===== src/rtl/multdiv_pkg.sv =====
// ============================================================================
// Module  : multdiv_pkg
// Brief   : Shared types/constants for the iterative multiply/divide unit.
//           MULTDIV_BOOTH4_EN selects radix-4 Booth multiply (halves Nmul).
// Revision: 1.0 - initial release
// ============================================================================
`default_nettype none

package multdiv_pkg;

    localparam int MD_WIDTH = 32;
    localparam logic [MD_WIDTH-1:0] MD_INT_MIN = {1'b1, {(MD_WIDTH-1){1'b0}}};

    typedef enum logic [1:0] {
        ST_IDLE = 2'd0,
        ST_MUL  = 2'd1,
        ST_DIV  = 2'd2,
        ST_DONE = 2'd3
    } state_e;

    function automatic int nmul_iters(input int width);
`ifdef MULTDIV_BOOTH4_EN
        return width / 2;
`else
        return width;
`endif
    endfunction

    localparam int MD_NMUL = nmul_iters(MD_WIDTH);

endpackage

`default_nettype wire


===== src/rtl/div_step.sv =====
// ============================================================================
// Module  : div_step
// Brief   : One combinational restoring-division step on magnitudes.
// Revision: 1.0 - initial release
// ============================================================================
`default_nettype none

module div_step #(
    parameter int WIDTH = 32
) (
    input  logic [WIDTH:0]   i_rem,      // partial remainder with next dividend bit shifted in
    input  logic [WIDTH-1:0] i_divisor,
    output logic [WIDTH-1:0] o_rem,
    output logic             o_q_bit
);

    logic [WIDTH-1:0] w_diff;

    // When the subtraction succeeds the true difference is below the divisor,
    // so the low WIDTH bits of the difference are exact.
    assign o_q_bit = (i_rem >= {1'b0, i_divisor});
    assign w_diff  = i_rem[WIDTH-1:0] - i_divisor;
    assign o_rem   = o_q_bit ? w_diff : i_rem[WIDTH-1:0];

endmodule

`default_nettype wire


===== src/rtl/multdiv_unit.sv =====
// ============================================================================
// Module  : multdiv_unit
// Brief   : Iterative signed multiply/divide unit for the X stage; drives the
//           inProg/resultRDY stall handshake. Macro: MULTDIV_BOOTH4_EN.
// Revision: 1.0 - initial release
// ============================================================================
`default_nettype none

module multdiv_unit
    import multdiv_pkg::*;
#(
    parameter int WIDTH     = MD_WIDTH,
    parameter int DIV_ITERS = WIDTH
) (
    input  logic             clock,
    input  logic             reset,
    input  logic [WIDTH-1:0] operandA,
    input  logic [WIDTH-1:0] operandB,
    input  logic             ctrl_MULT,
    input  logic             ctrl_DIV,
    output logic [WIDTH-1:0] result,
    output logic             exception,
    output logic             inProg,
    output logic             resultRDY
);

    localparam int CW    = $clog2(WIDTH) + 1;
    localparam int N_MUL = nmul_iters(WIDTH);
    localparam logic [CW-1:0] C_MUL_LAST = CW'(N_MUL - 1);
    localparam logic [CW-1:0] C_DIV_LAST = CW'(DIV_ITERS - 1);

    function automatic logic [WIDTH-1:0] magnitude(input logic [WIDTH-1:0] x);
        return x[WIDTH-1] ? (~x + 1'b1) : x;
    endfunction

    state_e               state_q, state_d;
    logic [CW-1:0]        cnt_q, cnt_d;
    logic [2*WIDTH-1:0]   mcand_q, mcand_d;
    logic [WIDTH:0]       mplier_q, mplier_d;
    logic [2*WIDTH-1:0]   acc_q, acc_d;
    logic [WIDTH-1:0]     dvd_q, dvd_d;
    logic [WIDTH-1:0]     dvs_q, dvs_d;
    logic [WIDTH-1:0]     rem_q, rem_d;
    logic                 neg_q, neg_d;
    logic                 dz_q, dz_d;
    logic [WIDTH-1:0]     result_q, result_d;
    logic                 exc_q, exc_d;

    logic [2*WIDTH-1:0]   w_mcand_init, w_mcand_next, w_acc_next, w_prod;
    logic [WIDTH:0]       w_mplier_init, w_mplier_next;
    logic                 w_mul_ovf;
    logic [WIDTH:0]       w_rem_in;
    logic [WIDTH-1:0]     w_rem_next, w_quo, w_quo_s;
    logic                 w_q_bit;

`ifdef MULTDIV_BOOTH4_EN
    logic [2*WIDTH-1:0]   w_pp;

    assign w_mcand_init  = {{WIDTH{operandA[WIDTH-1]}}, operandA};
    assign w_mplier_init = {operandB, 1'b0};

    // Booth digit from the overlapping triplet; operands stay signed throughout.
    always_comb begin
        w_pp = '0;
        case (mplier_q[2:0])
            3'b001, 3'b010: w_pp = mcand_q;
            3'b011:         w_pp = mcand_q << 1;
            3'b100:         w_pp = -(mcand_q << 1);
            3'b101, 3'b110: w_pp = -mcand_q;
            default:        w_pp = '0;
        endcase
        w_acc_next    = acc_q + w_pp;
        w_mcand_next  = mcand_q << 2;
        w_mplier_next = {{2{mplier_q[WIDTH]}}, mplier_q[WIDTH:2]};
        w_prod        = w_acc_next;
    end
`else
    assign w_mcand_init  = {{WIDTH{1'b0}}, magnitude(operandA)};
    assign w_mplier_init = {1'b0, magnitude(operandB)};

    always_comb begin
        w_acc_next    = acc_q + (mplier_q[0] ? mcand_q : '0);
        w_mcand_next  = mcand_q << 1;
        w_mplier_next = mplier_q >> 1;
        w_prod        = neg_q ? -w_acc_next : w_acc_next;
    end
`endif

    // Representable iff the top WIDTH+1 product bits are a pure sign extension.
    assign w_mul_ovf = ~((&w_prod[2*WIDTH-1:WIDTH-1]) | ~(|w_prod[2*WIDTH-1:WIDTH-1]));

    assign w_rem_in = {rem_q, dvd_q[WIDTH-1]};

    div_step #(.WIDTH(WIDTH)) u_div_step (
        .i_rem     (w_rem_in),
        .i_divisor (dvs_q),
        .o_rem     (w_rem_next),
        .o_q_bit   (w_q_bit)
    );

    assign w_quo   = {dvd_q[WIDTH-2:0], w_q_bit};
    assign w_quo_s = neg_q ? -w_quo : w_quo;

    always_comb begin
        state_d  = state_q;
        cnt_d    = cnt_q;
        mcand_d  = mcand_q;
        mplier_d = mplier_q;
        acc_d    = acc_q;
        dvd_d    = dvd_q;
        dvs_d    = dvs_q;
        rem_d    = rem_q;
        neg_d    = neg_q;
        dz_d     = dz_q;
        result_d = result_q;
        exc_d    = exc_q;
        case (state_q)
            ST_IDLE, ST_DONE: begin
                state_d = ST_IDLE;
                cnt_d   = '0;
                neg_d   = operandA[WIDTH-1] ^ operandB[WIDTH-1];
                if (ctrl_MULT) begin
                    state_d  = ST_MUL;
                    mcand_d  = w_mcand_init;
                    mplier_d = w_mplier_init;
                    acc_d    = '0;
                end else if (ctrl_DIV) begin
                    state_d = ST_DIV;
                    dvd_d   = magnitude(operandA);
                    dvs_d   = magnitude(operandB);
                    rem_d   = '0;
                    dz_d    = (operandB == '0);
                end
            end
            ST_MUL: begin
                acc_d    = w_acc_next;
                mcand_d  = w_mcand_next;
                mplier_d = w_mplier_next;
                cnt_d    = cnt_q + 1'b1;
                if (cnt_q == C_MUL_LAST) begin
                    state_d  = ST_DONE;
                    result_d = w_prod[WIDTH-1:0];
                    exc_d    = w_mul_ovf;
                end
            end
            ST_DIV: begin
                rem_d = w_rem_next;
                dvd_d = w_quo;
                cnt_d = cnt_q + 1'b1;
                if (cnt_q == C_DIV_LAST) begin
                    state_d  = ST_DONE;
                    // Only INT_MIN / -1 yields a positive quotient with the top bit set.
                    result_d = dz_q ? '0 : w_quo_s;
                    exc_d    = dz_q | (~neg_q & w_quo[WIDTH-1]);
                end
            end
            default: state_d = ST_IDLE;
        endcase
    end

    always_ff @(posedge clock) begin
        if (reset) begin
            state_q  <= ST_IDLE;
            cnt_q    <= '0;
            mcand_q  <= '0;
            mplier_q <= '0;
            acc_q    <= '0;
            dvd_q    <= '0;
            dvs_q    <= '0;
            rem_q    <= '0;
            neg_q    <= 1'b0;
            dz_q     <= 1'b0;
            result_q <= '0;
            exc_q    <= 1'b0;
        end else begin
            state_q  <= state_d;
            cnt_q    <= cnt_d;
            mcand_q  <= mcand_d;
            mplier_q <= mplier_d;
            acc_q    <= acc_d;
            dvd_q    <= dvd_d;
            dvs_q    <= dvs_d;
            rem_q    <= rem_d;
            neg_q    <= neg_d;
            dz_q     <= dz_d;
            result_q <= result_d;
            exc_q    <= exc_d;
        end
    end

    assign inProg    = (state_q == ST_MUL) || (state_q == ST_DIV);
    assign resultRDY = (state_q == ST_DONE);
    assign result    = result_q;
    assign exception = exc_q;

endmodule

`default_nettype wire

===== config.mk =====
export PLATFORM = sky130hd
export DESIGN_NAME = multdiv_unit
export DESIGN_NICKNAME = d
export VERILOG_FILES = /design/src/rtl/multdiv_pkg.sv /design/src/rtl/div_step.sv /design/src/rtl/multdiv_unit.sv
export SDC_FILE = /design/constraint.sdc
export NUM_CORES = 1
export LEC_CHECK = 0
export BUFFER_PORTS_ARGS = -buffer_cell sky130_fd_sc_hd__buf_2
export CAP_MARGIN = 15
export CELL_PAD_IN_SITES_DETAIL_PLACEMENT = 1
export CELL_PAD_IN_SITES_GLOBAL_PLACEMENT = 1
export CORE_UTILIZATION = 48
export CTS_BUF_LIST = sky130_fd_sc_hd__clkbuf_8
export DETAILED_ROUTE_END_ITERATION = 10
export GPL_TIMING_DRIVEN = 0
export PLACE_DENSITY = 0.8
export SKIP_LAST_GASP = 1
export SYNTH_ARGS = -nofsm -noshare
export SYNTH_HDL_FRONTEND = slang
export SYNTH_SLANG_ARGS = --single-unit

===== constraint.sdc =====
create_clock -name clock -period 6.7 [get_ports clock]
set_clock_uncertainty 0.2 [all_clocks]
set_input_delay 1.675 -clock clock [delete_from_list [all_inputs] [get_ports clock]]
set_output_delay 1.675 -clock clock [all_outputs]
set_load 0.01 [all_outputs]

## Word level (Yosys, flattened, before mapping)

Cells that the tools add are included.

- Add/subtract/negate cells: 7
- $lt $le $gt $ge: 1
- Eq/ne operators: 10
- Multiplexer cells: 30
- Bitwise operators: 10
- Reductions and logical operators: 14

Operators by type and width:

| kind | count |
|---|---|
| 2-to-1 mux 32 bit | 11 |
| 2-to-1 mux 64 bit | 4 |
| one-hot mux 64 bit (2 select lines) | 2 |
| one-hot mux 32 bit (2 select lines) | 3 |
| one-hot mux 33 bit (2 select lines) | 1 |
| adder 32 x 1 -> 32 bit, second input constant | 2 |
| adder 64 bit | 1 |
| negator 64 bit | 1 |
| inverter 32 bit | 2 |
| greater-or-equal comparator 33 x 32 -> 1 bit | 1 |
| 2-to-1 mux 33 bit | 1 |
| AND reduction 33 bit | 1 |
| OR reduction 33 bit | 1 |
| logical NOT 32 bit | 1 |
| negator 32 bit | 1 |
| subtractor 32 bit | 1 |
| one-hot mux 6 bit (2 select lines) | 1 |
| != test 2 bit, second input constant | 5 |
| AND reduction 3 bit | 3 |
| adder 6 x 1 -> 6 bit, second input constant | 1 |
| equality test 6 x 5 -> 1 bit, second input constant | 1 |
| 2-to-1 mux 2 bit | 3 |
| nonzero test 2 bit | 3 |
| equality test 2 bit, second input constant | 2 |
| 13 further kinds | 19 |

- Bits in registers: 300
- Logic and storage cells: 84

## Depth between registers and ports, before layout

Gate-level depths: netlist of the first run.

- Depth in word-level cells: 10
- Mapped depth: 24
- Gate-level depth less buffers: 21

## Modules after synthesis

From an unflattened synthesis of the first run, not the netlist that was laid out.

- Cells, all modules: 3156
- Area, all modules: 23153.5 um2

By module, submodules not included:

| module | times used | cells an instance | area each (um2) | seq. area each (um2) |
|---|---|---|---|---|
| multdiv_unit | 1 | 2833 | 20822.5 | 5985.7 |
| div_step | 1 | 323 | 2331.0 | 0.0 |

## Worst setup path before layout of the first run

No wires, ideal clock.

- Kind: flip-flop to flip-flop
- Start: register dvs_q[1]
- End: register result_q[28], in the netlist result[28]
- Arrival: 5.520 ns
- Path slack: 0.852 ns
- Stages on the path, launching flop included: 25
- Cell sequence: dfxtp_1 > inv_1 > ha_1 > nor2b_1 > o21ai_0 > a21oi_1 > o21ai_0 > a21oi_1 > o21ai_0 > nand2b_1 > a2111oi_0 > o211ai_1 > a31oi_1 > clkbuf_1 > clkbuf_1 > ha_1 > nand3_1 > or3_1 > clkbuf_1 > nand2b_1 > o31ai_1 > xor2_1 > o221ai_1 > o21ai_0 > nor2_1

- Longest elaborated chain between the ends: 6

Ends and longest elaborated chain:

| element | line | source |
|---|---|---|
| from (decl) | multdiv_unit.sv:42 | `logic [WIDTH-1:0] dvs_q, dvs_d;` |
| from (signal assigned) | multdiv_unit.sv:182 | `dvs_q <= dvs_d;` |
| greater-or-equal comparator 33 x 32 -> 1 bit | div_step.sv:21 | `assign o_q_bit = (i_rem >= {1'b0, i_divisor});` |
| negator 32 bit | multdiv_unit.sv:102 | `assign w_quo_s = neg_q ? -w_quo : w_quo;` |
| 2-to-1 mux 32 bit | multdiv_unit.sv:102 |  |
| 2-to-1 mux 32 bit | multdiv_unit.sv:153 | `result_d = dz_q ? '0 : w_quo_s;` |
| 2-to-1 mux 32 bit | multdiv_unit.sv:150 | `if (cnt_q == C_DIV_LAST) begin` |
| one-hot mux 32 bit (2 select lines) | multdiv_unit.sv:117 | `case (state_q)` |
| to (signal assigned) | multdiv_unit.sv:186 | `result_q <= result_d;` |
| to (decl) | multdiv_unit.sv:46 | `logic [WIDTH-1:0] result_q, result_d;` |

No other way between the ends. The select of a mux whose other input is x is not followed.
A chain may end at the register's enable or synchronous reset.

## Worst setup path in the final report of the first run

- Start: register mplier_q[0]
- End: register exc_q, in the netlist exception

- Longest elaborated chain between the ends: 10
- Elaborated cells between the ends (all ways): 11
- Classes of those cells: add/sub (2); mux (4); bitwise (3); reduce/logical (2)

Ends and longest elaborated chain:

| element | line | source |
|---|---|---|
| from (decl) | multdiv_unit.sv:39 | `logic [WIDTH:0] mplier_q, mplier_d;` |
| from (signal assigned) | multdiv_unit.sv:179 | `mplier_q <= mplier_d;` |
| 2-to-1 mux 64 bit (*) | multdiv_unit.sv:82 | `w_acc_next = acc_q + (mplier_q[0] ? mcand_q : '0);` |
| adder 64 bit (*) | multdiv_unit.sv:82 |  |
| negator 64 bit | multdiv_unit.sv:85 | `w_prod = neg_q ? -w_acc_next : w_acc_next;` |
| 2-to-1 mux 64 bit (*) | multdiv_unit.sv:85 |  |
| OR reduction 33 bit | multdiv_unit.sv:90 | `assign w_mul_ovf = ~((&w_prod[2*WIDTH-1:WIDTH-1]) \| ~(\|w_prod[2*WIDTH-1:WIDTH-1]));` |
| inverter 1 bit | multdiv_unit.sv:90 |  |
| OR 1 bit (*) | multdiv_unit.sv:90 |  |
| inverter 1 bit (*) | multdiv_unit.sv:90 |  |
| 2-to-1 mux 1 bit (*) | multdiv_unit.sv:140 | `if (cnt_q == C_MUL_LAST) begin` |
| one-hot mux 1 bit (2 select lines) (*) | multdiv_unit.sv:117 |  |
| to (signal assigned) | multdiv_unit.sv:174 | `exc_q <= 1'b0;` |
| to (signal assigned) | multdiv_unit.sv:187 | `exc_q <= exc_d;` |
| to (decl) | multdiv_unit.sv:47 | `logic exc_q, exc_d;` |

Mark *: on every way between the ends. The rest lies on a longest branch, timed or not. The select of a mux whose other input is x is not followed.

==> impl_metrics.csv, run 1 <==
group,metric,value,unit
setup_path,cpPeakStageDelay,0.57,ns
finish,final_net_count,3214,
pwr,ir_worst_vdd,0.146,mV
clock_network,htreeDepth,2,
synth,synth_top_area_share,27.8,%
clock_network,postCtsHoldBufs,0,
sta,slew_viol_final,0,
synth,yosys.area_share.simple,23.6,%
finish,syn2layout_area_growth,12.6,%
sta,rsz0062_at_grt,"yes",
pwr,p_per_area,334,nW/um2
global_route,grt_first_pass_wirelength,131000,um
floorplan,rows,77,
floorplan,die_y,214,um
setup_path,cp.arrival,7.13,ns
route,dr.pass1.iters,8,
setup_path,crit_path_end_kind,"flip-flop",
clock_network,cts_buffers,57,
synth,ys_ff_latch,299,
floorplan,core-area,44200,um2
sta,final.min_clock_period,6.84,ns
synth,synth_warnings,0,
sta,worst_pin_slew,1.16,ns
global_route,grt-ovfl-total,0,
pwr,leakagePower,9.96,nW
clock_network,clockRootBuffer,"clkbuf_8",
sta,slew_headroom,20.5,%
sta,fmax,146,MHz
route,viasPerCell,6.34,
global_route,antenna_found_initial,6,
synth,ys_seq_area_share,27.8,%
global_route,grt_start_max_net_pins,15,
floorplan,die_area,45800,um2
synth,syn_area,21600,um2
sta,period_share,102,%
sta,fin_ws,-0.137,ns
route,drt_iter0_markers,1717,
job,drv_cap,0,
global_route,track_usage,35.7,%
synth,synth_ff_type,"dfxtp_1",
setup_path,critPathSlowestCell,"or4_1",
finish,post-route-util,54.9,%
synth,ys_async_sr_fraction,0,%
floorplan,pin_count,103,
place,place_ws,-0.905,ns
synth,synth.distinct_cells,86,
clock_network,insertion_delay,0.68,ns
clock_network,cts.path.max_buffers,3,
synth,synth.area.mux_share,1.97,%
clock_network,tritoncts,"yes",
sta,setup_violations,1,
synth,syn_inst,2872,
outcome,status,"finished, violations left",
place,portBuffers,100,
setup_path,cp-start-kind,"flip-flop",
synth,ys_top_cells_by_area,"dfxtp_1 28%, nor2_1 8.3%, ha_1 6.0%",
clock_network,cts_sinks,299,
route,remaining_drc_errors,0,
setup_path,critPathTopFamily,"simple AND/OR/NAND/NOR gates",
finish,drive_gt1_share,8.69,%
setup_path,cp_num_buf_inv,3,
setup_path,path_cells,"clkbuf_2 -> and2_1 -> ha_1 -> nor2_1 -> o21ai_0 -> o211ai_1 -> a211oi_1 -> a2111oi_1 -> buf_2 -> or4_4 -> or4_1 -> buf_2 -> nor4_4 -> nand4_1 -> or4b_1 -> a211o_1 -> a2111oi_2 -> nand4_1 -> nor4_2 -> a211oi_1",
place,dp_hpwl,65500,um
route,routedWlPerCell,22.9,um
synth,synth_area_leader_cell,"dfxtp_1",
route,vias,23300,
setup_path,criticalPathCategory,"flip-flop to flip-flop",
route,final_antenna_net_count,0,
synth,synthesis.nets,3045,
floorplan,initial_utilization,48.8,%
route,wl,84400,um
synth,synth_compound_area_share,27.7,%
synth,avgSynthCellArea,7.51,um2
outcome,violations,"negative setup slack",
synth,synthAdderAreaFrac,6.16,%
synth,synthXorXnorAreaFrac,7.80,%
hold_path,min_path_type,"flip-flop to flip-flop",
global_route,grt_pass1_vias,23500,
clock_network,clkTransAtPathRegs,0.06,ns
synth,synth_edf_count,0,
synth,synth_top_family_by_area,"compound AO/OA/AOI/OAI gates",
setup_path,crit_required,7.00,ns
sta,hold_viol,0,
place,gp_congestion,0.963,
floorplan,die_x,214,um
setup_path,critical_path.max_fanout,11,
-- registers in the layout (all words and copies together) (netlist names) --
| name | cells |
|---|---|
| acc_q | 64 |
| cnt_q | 6 |
| dvd_q | 32 |
| dvs_q | 32 |
| dz_q | 1 |
| exception | 1 |
| mcand_q | 64 |
| mplier_q | 32 |
| neg_q | 1 |
| rem_q | 32 |
| result | 32 |
| state_q | 2 |
-- path summary, 6_finish.rpt --
kind / startpoint / to / slack, ns / cells past startpoint
worst max-delay path: mplier_q[0]$_SDFFE_PP0P_ / exception$_SDFFE_PP0P_ / -0.14 / 20
worst min-delay path: cnt_q[0]$_SDFF_PP0_ / cnt_q[0]$_SDFF_PP0_ / 0.25 / 1
worst max register to register: mplier_q[0]$_SDFFE_PP0P_ / exception$_SDFFE_PP0P_ / -0.14 / 20
worst min register to register: cnt_q[0]$_SDFF_PP0_ / cnt_q[0]$_SDFF_PP0_ / 0.25 / 1
-- worst reg2reg max path: stages, from the launching register on --
cell and delay, ns:
dfxtp_4 0.41, clkbuf_2 0.19, and2_1 0.17, ha_1 0.40
nor2_1 0.09, o21ai_0 0.53, o211ai_1 0.42, a211oi_1 0.36
a2111oi_1 0.13, buf_2 0.19, or4_4 0.44, or4_1 0.57
buf_2 0.22, nor4_4 0.42, nand4_1 0.23, or4b_1 0.54
a211o_1 0.32, a2111oi_2 0.29, nand4_1 0.18, nor4_2 0.19
a211oi_1 0.16
-- logic make-up (layout without fill, tap and decap cells) --
logic type | Yosys count | after routing
simple gates | 1062 | 1062
compound gates | 891 | 891
flops | 299 | 299
buf+inv | 281 | 493
xor+xnor | 192 | 192
fa+ha+maj | 105 | 105
mux | 42 | 42
other cells | 0 | 5
-- cells in the mapped netlist, types with 38 or more instances --
cell type and n:
a211oi_1 54, a21o_1 53, a21oi_1 216, a22oi_1 117, and2_1 85, clkbuf_1 170
dfxtp_1 299, ha_1 103, inv_1 94, mux2i_1 38, nand2_1 160, nand3_1 45
nor2_1 475, nor3_1 52, o21ai_0 163, o31ai_1 49, xnor2_1 92, xor2_1 100
-- metal layers --
layer | up-vias | wire (um) | track usage, %
met3 | 161 | 5400 | 4.46
li1 | 10800 | - | -
met2 | 774 | 39500 | 59.0
met5 | - | 0 | 0
met4 | 0 | 2780 | 14.2
met1 | 11600 | 36700 | 47.0
-- area by class of cell --
cell class,instances,area [um2]
Multi-Input combinational cell,2292,14700
Tap cell,592,741
Inverter,95,357
Clock inverter,27,176
Buffer,183,701
Timing Repair Buffer,113,601
Fill cell,5678,20000
Antenna cell,5,12.5
Clock buffer,75,1030
Sequential cell,299,5990
-- placed cells by master, fill, tap and decap left out, drive strengths merged, types with 52 or more instances in the layout --
master  Yosys  layout
xor2      100     100
nor3       52      52
buf        16     128
nand2     160     160
o21ai     170     170
inv        94     110
a211oi     55      55
a21oi     216     216
dfxtp     299     299
ha        103     103
nor2      475     475
clkbuf    170     243
and2       86      86
a22oi     117     117
xnor2      92      92
a21o       53      53
-- where the power goes --
group | switching (W) | total [W] | internal (W)
combinational | 0.00270 | 0.00397 | 0.00126
sequential | 0.000200 | 0.00219 | 0.00199
clock | 0.000882 | 0.00196 | 0.00107
total | 0.00379 | 0.00811 | 0.00433
-- stage by stage --
step / total power [W] / cells / setup TNS [ns] / hold WS [ns] / instance area, um2
after floorplan: 0.00477 / 2872 / 0 / 0.218 / 21600
after global placement: 0.00586 / 3564 / -11.35 / 0.230 / 22800
after detailed placement: 0.00601 / 3567 / -2.63 / 0.237 / 22800
after CTS: 0.00800 / 3668 / -0.161 / 0.250 / 24100
after global routing: 0.00851 / 3681 / -0.279 / 0.266 / 24300
final: 0.00811 / 3681 / -0.137 / 0.249 / 24300
-- repair_timing --
item,CTS,global route
setup endpoints to repair,11,9
setup buffers,0,8
resized for setup,14,22
pin swaps,0,6
Note: power is estimated with default switching activity, not from simulation.
==> run 2: changes to the inputs <==
--- a/config.mk
+++ b/config.mk
@@ -15,5 +15,4 @@
 export GPL_TIMING_DRIVEN = 0
 export PLACE_DENSITY = 0.8
-export SKIP_LAST_GASP = 1
 export SYNTH_ARGS = -nofsm -noshare
 export SYNTH_HDL_FRONTEND = slang
==> constraint.sdc (replaced) <==
create_clock -name clock -period 6.7 [get_ports clock]
set_clock_uncertainty 0.2 [all_clocks]
set_input_delay 1.005 -clock clock [delete_from_list [all_inputs] [get_ports clock]]
set_output_delay 1.005 -clock clock [all_outputs]
set_load 0.01 [all_outputs]
==> run 2 against run 1 <==
The flow still finishes with violations (negative setup slack). Core utilization about the same. Via count is 0.29% higher. Sequential power is essentially flat. Wire length about the same. Register-to-register slack gained 0.09 ns. Largest cell class unchanged.
==> impl_metrics.csv, run 2 (synthesis gave the netlist of run 1 again) <==
group,metric,value,unit
outcome,status,"finished, violations left",
finish,drive_gt1_share,8.72,%
finish,final_cell_mix,"475 x nor2_1, 298 x dfxtp_1, 215 x a21oi_1",
sta,slew_viol_final,0,
setup_path,critical_path.max_fanout,11,
route,dr.pass1.iters,7,
place,portBuffers,100,
place,place_ws,-0.905,ns
floorplan,rows,77,
clock_network,insertion_delay,0.68,ns
clock_network,tritoncts,"yes",
setup_path,reg2reg_depth,20,
sta,worst_pin_slew,1.14,ns
clock_network,cts_buffers,57,
clock_network,clkTransAtPathRegs,0.06,ns
clock_network,postCtsHoldBufs,0,
route,drt_iter0_markers,1811,
route,remaining_drc_errors,0,
finish,fillerInstances,5676,
route,final_antenna_net_count,0,
pwr,leakagePower,9.96,nW
finish,final_net_count,3214,
floorplan,pin_count,103,
clock_network,cts_sinks,299,
clock_network,clockRootBuffer,"clkbuf_8",
pwr,ir_worst_vdd,0.146,mV
route,viasPerCell,6.36,
clock_network,htreeDepth,2,
sta,slew_headroom,21.5,%
finish,post-route-util,54.9,%
pwr,sw_frac_of_total,46.7,%
sta,setup_violations,1,
route,vias,23400,
finish,top_regs,"acc_q x64, mcand_q x64",
floorplan,core-area,44200,um2
pwr,p_clk_share,24.1,%
clock_network,cts.path.max_buffers,3,
place,gp_congestion,0.963,
setup_path,cp-start-kind,"flip-flop",
pwr,p_per_area,334,nW/um2
route,routedWlPerCell,22.9,um
job,drv_cap,0,
setup_path,criticalPathCategory,"flip-flop to flip-flop",
finish,final_common_cell,"nor2_1",
place,dp_hpwl,65500,um
floorplan,initial_utilization,48.8,%
global_route,antenna_found_initial,6,
global_route,grt-ovfl-total,0,
setup_path,cp.arrival,7.05,ns
setup_path,reg2reg_slack,-0.05,ns
pwr,p_switching,0.00379,W
global_route,grt_start_max_net_pins,15,
hold_path,min_path_type,"flip-flop to flip-flop",
setup_path,crit_path_end_kind,"flip-flop",
setup_path,cp-startpoint,"mplier_q[0]$_SDFFE_PP0P_",
route,wl,84400,um
sta,final.min_clock_period,6.75,ns
setup_path,reg2reg_to,"exception$_SDFFE_PP0P_",
sta,rsz0062_at_grt,"yes",
sta,period_share,101,%
global_route,grt_first_pass_wirelength,131000,um
sta,fmax,148,MHz
global_route,grt_pass1_vias,23500,
setup_path,endpoint,"exception$_SDFFE_PP0P_",
sta,fin_ws,-0.0512,ns
outcome,violations,"negative setup slack",
setup_path,crit_required,7.00,ns
pwr,p_int,0.00433,W
floorplan,die_area,45800,um2
pwr,comb_power_share,48.9,%
floorplan,die_y,214,um
floorplan,die_x,214,um
sta,hold_viol,0,
finish,syn2layout_area_growth,12.6,%
global_route,track_usage,35.7,%
setup_path,worstReg2RegStart,"mplier_q[0]$_SDFFE_PP0P_",
pwr,pwr-share-seq,27.0,%
-- run 2: cell count changes in the layout (fill, tap and decap cells not counted) --
cell,before,now
a211oi_1,52,51
a211oi_2,3,4
-- run 2: timing repair --
item | 4_1_cts | 5_1_grt
gates resized for setup | 14 | 23
pin swaps | 0 | 7
endpoints found under the setup margin | 11 | 9
buffers inserted | 0 | 8
-- run 2: area by class of cell --
cell class              instances  area, um2  area share, %
multi-input cells            2292      14700           60.4
well taps                     592        741           3.05
clock buffers                  75       1030           4.25
repair buffers                113        601           2.47
inverters                      95        357           1.47
clock inverters                27        176          0.727
diodes                          5       12.5         0.0515
plain buffers                 183        701           2.89
flip-flops and latches        299       5990           24.7
-- run 2: power by group through the flow --
stage	Sequential, W	Combinational [W]	Clock (W)
after floorplan	0.00214	0.00263	0
after global placement	0.00219	0.00366	0
after detailed placement	0.00221	0.00380	0
after CTS	0.00218	0.00384	0.00197
after global routing	0.00221	0.00427	0.00204
final	0.00219	0.00397	0.00195
-- run 2: metal layers --
metal / up-vias / track usage (%) / share of wire (%)
met5: - / 0 / 0
met4: 0 / 14.2 / 3.5
met3: 177 / 4.46 / 6.7
met2: 817 / 59.0 / 47
met1: 11600 / 47.0 / 43
li1: 10800 / - / -
-- run 2: how the worst min path moves through the flow --
stage                                    from             endpoint  slack, ns  depth (start not counted)
after floorplan           cnt_q[0]$_SDFF_PP0_  cnt_q[0]$_SDFF_PP0_       0.22                          1
after global placement    cnt_q[0]$_SDFF_PP0_  cnt_q[0]$_SDFF_PP0_       0.23                          1
after detailed placement  cnt_q[0]$_SDFF_PP0_  cnt_q[0]$_SDFF_PP0_       0.24                          1
after CTS                 cnt_q[0]$_SDFF_PP0_  cnt_q[0]$_SDFF_PP0_       0.25                          1
after global routing      cnt_q[0]$_SDFF_PP0_  cnt_q[0]$_SDFF_PP0_       0.27                          1
final                     cnt_q[0]$_SDFF_PP0_  cnt_q[0]$_SDFF_PP0_       0.25                          1
-- run 2: through the flow --
| step | power [W] | instance area (um2) | setup TNS (ns) | hold WS (ns) | cells |
|---|---|---|---|---|---|
| 3_3_place_gp | 0.00586 | 22800 | -11.35 | 0.230 | 3564 |
| 2_1_floorplan | 0.00477 | 21600 | 0 | 0.218 | 2872 |
| 4_1_cts | 0.00800 | 24100 | -0.161 | 0.250 | 3668 |
| 3_5_place_dp | 0.00601 | 22800 | -2.63 | 0.237 | 3567 |
| 5_1_grt | 0.00851 | 24300 | -0.276 | 0.266 | 3681 |
| 6_report | 0.00811 | 24300 | -0.0512 | 0.248 | 3681 |
-- run 2: worst max-delay path: stages (launching register included) --
cell,delay [ns]
dfxtp_4,0.41
clkbuf_2,0.19
and2_1,0.17
ha_1,0.40
nor2_1,0.09
o21ai_0,0.52
o211ai_1,0.42
a211oi_1,0.36
a2111oi_1,0.13
buf_2,0.19
or4_4,0.44
or4_1,0.58
buf_2,0.22
o41a_1,0.44
xnor2_1,0.15
a2111o_1,0.35
or4_1,0.41
nor4_1,0.34
nand4_1,0.21
nor4_2,0.18
a211oi_1,0.15
